`src/rtl/reg_file_32x32.sv`:
```
// Two-read, one-write register file with a per-register pending scoreboard.
// Reads are combinational with same-cycle write bypass; r0 is hardwired to zero.

module reg_file_rd_port #(
  parameter int DATA_WIDTH = 32,
  parameter int ADDR_WIDTH = 5,
  localparam int DEPTH = 2 ** ADDR_WIDTH
) (
  input  logic [ADDR_WIDTH-1:0]             raddr,
  input  logic                              we,
  input  logic [ADDR_WIDTH-1:0]             waddr,
  input  logic [DATA_WIDTH-1:0]             wdata,
  input  logic [DEPTH-1:0][DATA_WIDTH-1:0]  regs,
  input  logic [DEPTH-1:0]                  pending,
  output logic [DATA_WIDTH-1:0]             rdata,
  output logic                              pend
);
  logic hit;
  logic zero;

  assign zero = (raddr == '0);
  assign hit  = we && (waddr == raddr) && !zero;

  always_comb begin
    rdata = regs[raddr];
    if (zero)     rdata = '0;
    else if (hit) rdata = wdata;
  end

  // An arriving write resolves the hazard in the same cycle it lands.
  assign pend = pending[raddr] && !hit;
endmodule

module reg_file_32x32 #(
  parameter int DATA_WIDTH = 32,
  parameter int ADDR_WIDTH = 5
) (
  input  logic                  clk,
  input  logic                  rst,
  input  logic                  we,
  input  logic [ADDR_WIDTH-1:0] waddr,
  input  logic [DATA_WIDTH-1:0] wdata,
  input  logic                  rsv,
  input  logic [ADDR_WIDTH-1:0] rsv_addr,
  input  logic [ADDR_WIDTH-1:0] raddr_a,
  input  logic [ADDR_WIDTH-1:0] raddr_b,
  output logic [DATA_WIDTH-1:0] rdata_a,
  output logic [DATA_WIDTH-1:0] rdata_b,
  output logic                  pend_a,
  output logic                  pend_b
);
  localparam int DEPTH  = 2 ** ADDR_WIDTH;
  localparam int NUM_RD = 2;

  logic [DEPTH-1:0][DATA_WIDTH-1:0] regs;
  logic [DEPTH-1:0]                 pending;

  logic                             wr_go;
  logic                             rsv_go;
  logic [DEPTH-1:0]                 wr_sel;
  logic [DEPTH-1:0]                 rsv_sel;
  logic [DEPTH-1:0]                 pending_nxt;

  assign wr_go  = we  && (waddr    != '0);
  assign rsv_go = rsv && (rsv_addr != '0);

  always_comb begin
    wr_sel  = '0;
    rsv_sel = '0;
    if (wr_go)  wr_sel[waddr]     = 1'b1;
    if (rsv_go) rsv_sel[rsv_addr] = 1'b1;
  end

  // Reserve is applied after the clear, so a newer producer keeps ownership.
  assign pending_nxt = (pending & ~wr_sel) | rsv_sel;

  always_ff @(posedge clk) begin
    if (!rst) begin
      regs    <= '0;
      pending <= '0;
    end else begin
      for (int i = 1; i < DEPTH; i++)
        if (wr_sel[i]) regs[i] <= wdata;
      pending <= pending_nxt;
    end
  end

  logic [NUM_RD-1:0][ADDR_WIDTH-1:0] rd_addr;
  logic [NUM_RD-1:0][DATA_WIDTH-1:0] rd_data;
  logic [NUM_RD-1:0]                 rd_pend;

  assign rd_addr = {raddr_b, raddr_a};

  for (genvar p = 0; p < NUM_RD; p++) begin : g_rd
    reg_file_rd_port #(
      .DATA_WIDTH(DATA_WIDTH),
      .ADDR_WIDTH(ADDR_WIDTH)
    ) u_port (
      .raddr  (rd_addr[p]),
      .we     (we),
      .waddr  (waddr),
      .wdata  (wdata),
      .regs   (regs),
      .pending(pending),
      .rdata  (rd_data[p]),
      .pend   (rd_pend[p])
    );
  end

  assign rdata_a = rd_data[0];
  assign rdata_b = rd_data[1];
  assign pend_a  = rd_pend[0];
  assign pend_b  = rd_pend[1];
endmodule

```
`config.mk`:
```
export PLATFORM = sky130hd
export DESIGN_NAME = reg_file_32x32
export DESIGN_NICKNAME = d
export VERILOG_FILES = /design/src/rtl/reg_file_32x32.sv
export SDC_FILE = /design/constraint.sdc
export NUM_CORES = 2
export LEC_CHECK = 0
export ABC_AREA = 1
export CELL_PAD_IN_SITES_DETAIL_PLACEMENT = 1
export CELL_PAD_IN_SITES_GLOBAL_PLACEMENT = 1
export CORE_ASPECT_RATIO = 0.7
export CORE_MARGIN = 2
export CORE_UTILIZATION = 25
export DETAILED_ROUTE_END_ITERATION = 7
export GPL_ROUTABILITY_DRIVEN = 0
export PLACE_DENSITY_LB_ADDON = 0.1
export REMOVE_ABC_BUFFERS = 1
export SLEW_MARGIN = 25
export SYNTH_ARGS = -nofsm -noshare
export SYNTH_HDL_FRONTEND = slang
export SYNTH_SLANG_ARGS = --single-unit
export TNS_END_PERCENT = 30
```
`constraint.sdc`:
```
create_clock -name clk -period 3.9 [get_ports clk]
set_input_delay 0.39 -clock clk [delete_from_list [all_inputs] [get_ports clk]]
set_output_delay 0.39 -clock clk [all_outputs]
set_load 0.02 [all_outputs]
```
; ---- Yosys cells after proc, flatten, opt, wreduce, memory -nomap -nowiden
; Cells that the tools add are included.
[word_totals]
out_inout_bits = 66
regBits = 1024
in_bits = 56
word_cells = 79
[op_classes]
bitwise_logic = 3
eq_ne = 2
n_lt_le_gt_ge = 6
n_mux = 18
reduce_logical = 18
[ops]
columns = cell, n
row1 = $bmux W32 S5, 2
row2 = $mux W32, 8
row3 = $and A32 B32 Y32, 1
row4 = $not A32 Y32, 1
row5 = $or A32 B32 Y32, 1
row6 = $lt A5 B6 Y1 const B, 4
row7 = $bmux W1 S5, 2
row8 = $demux W1 S5, 2
row9 = $eq A5 B5 Y1, 2
row10 = $ge A5 B1 Y1 const B, 2
row11 = $logic_and A1 B1 Y1, 10
row12 = $logic_not A5 Y1, 2
row13 = $reduce_bool A5 Y1, 2
row14 = $logic_not A1 Y1, 4
row15 = $mux W1, 4

; ---- Longest topological paths before layout
[depth]
word_depth = 8
mapped_depth = 12
mapped_depth_nobuf = 9

; ---- Hierarchy
; From an unflattened synthesis, not the netlist that was laid out.
[hier_totals]
cells_unflattened = 9288
area_unflattened_um2 = 56884.6
[modules_own_cells]
columns = module, area_each_um2, n_inst, cells_each
row1 = reg_file_32x32, 34863.4, 1, 4164
row2 = reg_file_rd_port, 11010.6, 2, 2562

; ---- Least setup slack after synthesis
; OpenSTA, ideal clock, no wires.
[synth_path]
kind = input -> output
start = input port raddr_b[0]
end = output port pend_b
slack_ps = 1609
arrival_ps = 1901
path_stages = 10
cell_sequence = buf_2 -> buf_2 -> buf_2 -> clkbuf_1 -> nand2_1 -> nand3_1 -> nand3_1 -> nand3_1 -> nand3_1 -> a21oi_1
[synth_between]
elab_chain_len = 5
elab_cells_between_ends = 9
[synth_lines]
columns = element, line
row1 = from (decl), 46  ; input logic [ADDR_WIDTH-1:0] raddr_b,
row2 = branches (longest 4 deep; another with $bmux W1 S5), --
row3 = $logic_and A1 B1 Y1 (*), 31  ; assign pend = pending[raddr] && !hit;
row4 = to (decl), 50  ; output logic pend_b
; Mark *: on every way between the ends. The select of a mux whose other input is x is not followed.

; ---- Worst setup path in the final report
[layout_path]
start = input port raddr_b[0]
end = output port rdata_b[22]
[layout_between]
elab_chain_len = 5
elab_cells_between_ends = 9
[layout_lines]
columns = element, line
row1 = branches (longest 4 deep; another with $bmux W32 S5), --
row2 = $mux W32 (*), 26  ; if (zero) rdata = '0;
row3 = to (decl), 48  ; output logic [DATA_WIDTH-1:0] rdata_b,
; Marked as above.

==> impl_metrics.py <==
metrics = {
    "worst_setup_path": {
        "r2r_start": "regs[135]$_SDFFE_PN0P_",
        "critPathMaxStageDelay_ps": 600,
        "crit_type": "input port to output port",
        "critPathCaptureType": "output port",
        "crit_chain": "buf_8 > inv_8 > buf_4 > nand2_1 > nand3_1 > nand3_1 > nand3_1 > nand3_1 > nand3_1 > nand2_1 > inv_1 > clkdlybuf4s50_1",
        "reg2reg_slack_ps": 3150,
        "crit_arrival_ps": 3040,
        "slowest_stage": "clkdlybuf4s50_1",
        "cpMostUsedCell": "nand3_1",
        "reg2reg_depth": 2,
        "reg2reg_to": "regs[135]$_SDFFE_PN0P_",
        "cp-start-kind": "input port",
        "path_max_fanout": 37,
        "cp.required_ps": 3510,
    },
    "routing": {
        "postRouteWirelength_um": 299600,
        "viasPerCell": 5.484,
        "first_pass_iters": 6,
        "post_drt_wl_per_cell_um": 27.47,
        "drc": 0,
        "ant_nets": 0,
        "routed-via-count": 59800,
        "first_iter_violations": 4936,
    },
    "global_routing": {
        "antenna_found_initial": 9,
        "grt_max_degree": 132,
        "grt_util_met3_pct": 2.927,
        "grt_util_met2_pct": 42.00,
        "grt_pass1_wl_um": 436300,
        "grt_usage_pct": 26.95,
        "grt-busiest-layer": "met2",
        "overflow": 0,
        "gr-usage-met1_pct": 38.80,
        "grt_pass1_vias": 59550,
    },
    "timing": {
        "hold_violations": 0,
        "max_freq_ghz": 0.2916,
        "finClkSkew_ps": 0,
        "post-route-period-util_pct": 87.93,
        "worst_slew_pin_slew_ps": 868.5,
        "setup_violations": 0,
        "setup_ws_ps": 470.9,
        "final_max_slew_viol_count": 0,
        "fin_crit_ps": 3429,
        "rsz0062_at_grt": "false",
        "max-slew-margin-rel_pct": 42.10,
    },
    "synth": {
        "syn_inst": 8357,
        "synth_compound_area_share_pct": 19.37,
        "synth_area_um2": 53370,
        "synth-seq-area-share_pct": 38.41,
        "synth.avg_cell_area_um2": 6.387,
        "synthAdderAreaFrac_pct": 0,
        "synth_top_family_by_area": "simple AND/OR/NAND/NOR gates",
        "ys_ff_latch": 1024,
        "yosysWarnings": 0,
        "synth.area.mux_share_pct": 0,
        "synth-simple-area-share_pct": 34.80,
        "synth-xor-area-share_pct": 0.04923,
        "ys_types": 25,
    },
    "pwr": {
        "leakagePower_nw": 22.96,
        "power.density_nw_per_um2": 420.0,
        "ir_worst_vdd_v": 0.0003576,
    },
    "clock_network": {
        "post-cts-setup-buffers": 0,
        "cts.sinks": 1024,
        "cts_tree": "built",
        "cts_resized": 0,
        "clock_tree.buffer_depth": 3,
        "root_buffer": "clkbuf_16",
        "clkSlewWorstSetupHoldPaths_ps": 70,
        "h-tree-depth": 3,
        "cts_buffers": 119,
        "clock_latency_ps": 750,
        "cts_hold_buf": 0,
    },
    "hold_path": {
        "hp-class": "input port to register",
        "hold_start": "rst",
        "hold_depth": 3,
        "worstHoldEndpoint": "regs[904]$_SDFFE_PN0P_",
    },
    "floorplanning": {
        "start_util_pct": 25.23,
        "fp.dieArea_um2": 217300,
        "core_area_um2": 211500,
        "chipWidth_um": 556.3,
        "num_rows": 141,
        "io-pin-count": 122,
        "die_height_um": 390.6,
    },
    "cells_and_area": {
        "area_growth_pct": 16.66,
        "finish.instance_area_um2": 62270,
        "layout_commonest_cell": "nand2_1",
        "fillerInstances": 26030,
        "most-common-layout-cells": "nand2_1, nand3_1, a21oi_1",
        "drive_above_1_share_pct": 6.582,
        "nNetsFinal": 8069,
    },
    "outcome": {
        "status": "finished clean",
    },
    "placement": {
        "io_buffers": 121,
        "post_dp_cell_area_um2": 58250,
        "dp_hpwl_um": 167200,
        "place_ws_ps": 460.0,
    },
    "flow_run": {
        "maxCapViolations": 0,
    },
}
[power breakdown]
part	switching [mW]	leakage, nW	internal [mW]
clock	5.10	1.99	6.80
sequential	0.100	8.27	10.6
combinational	2.58	12.7	0.972
[cells by family after synthesis]
kind of cell	count (synthesis)
AND/OR/NAND/NOR	4249
buffers and inverters	1018
flip-flops	1024
AO/OA/AOI/OAI	2063
XOR/XNOR	3
[critical path: cells and delay by family]
kind,cells,cell delay [ps]
buffers and inverters,5,1670
and+or+nand+nor,7,830
[metrics by stage]
| step | util [%] | hold slack [ps] | instances | TNS (ps) | power, mW |
|---|---|---|---|---|---|
| 2_1_floorplan | - | 420.2 | 7510 | -121590 | 12.31 |
| 3_3_place_gp | 27.54 | 462.6 | 10680 | 0 | 14.45 |
| 3_5_place_dp | 27.54 | 477.5 | 10680 | 0 | 14.46 |
| 4_1_cts | 29.43 | 191.3 | 10900 | 0 | 26.41 |
| 5_1_grt | 29.43 | 222.9 | 10900 | 0 | 27.12 |
| 6_report | 29.44 | 244.6 | 10910 | 0 | 26.15 |
[metal layers]
metal | vias to the layer above | wire, µm | share of wire, %
met1 | 30040 | 145700 | 49
met4 | 4 | 9134 | 3.0
met2 | 1602 | 130800 | 44
met3 | 392 | 14010 | 4.7
li1 | 27770 | - | -
met5 | - | 23 | 0.0077
[worst max-delay path by stage]
stage	from	end	depth (start not counted)
2_1_floorplan	raddr_a[0]	rdata_a[0]	9
3_3_place_gp	waddr[3]	rdata_b[9]	10
3_5_place_dp	waddr[3]	rdata_b[9]	10
4_1_cts	waddr[3]	rdata_b[9]	10
5_1_grt	waddr[3]	rdata_a[10]	11
6_report	raddr_b[0]	rdata_b[22]	12
[state kept, by name (all words and copies together), names as in the netlist]
register,cells
pending,32
regs,992
[final cells by class]
cell class | instances | area, µm² | share of cell area, %
Multi-Input combinational cell | 6315 | 29080 | 46.70
Sequential cell | 1024 | 20500 | 32.92
Timing Repair Buffer | 382 | 4483 | 7.200
Clock buffer | 188 | 3672 | 5.898
Tap cell | 2788 | 3488 | 5.602
Inverter | 171 | 701.9 | 1.127
Clock inverter | 33 | 331.6 | 0.5325
Antenna cell | 4 | 10.01 | 0.01608
[synthesized netlist by cell type]
cell	instances	area (µm²)
nand2_1	2215	8314
nand3_1	1975	9884
a21oi_1	1033	5170
dfxtp_1	1024	20500
o21ai_0	919	4599
clkbuf_1	670	2515
inv_1	145	544.3
o21ai_1	106	530.5
buf_2	92	460.4
buf_1	85	319.1
nor2_2	22	137.6
inv_2	20	75.07
nor3_1	19	95.09
clkinv_1	6	22.52
nor2_1	6	22.52
nor2_4	5	56.30
nor3_2	5	50.05
o22ai_1	2	12.51
xor2_1	2	17.52
a31oi_1	1	6.260
nand3_2	1	10.01
nand4_1	1	6.260
o211a_1	1	10.01
o211ai_1	1	7.510
xnor2_1	1	8.760
No activity file was read; power rests on OpenSTA's default activity.
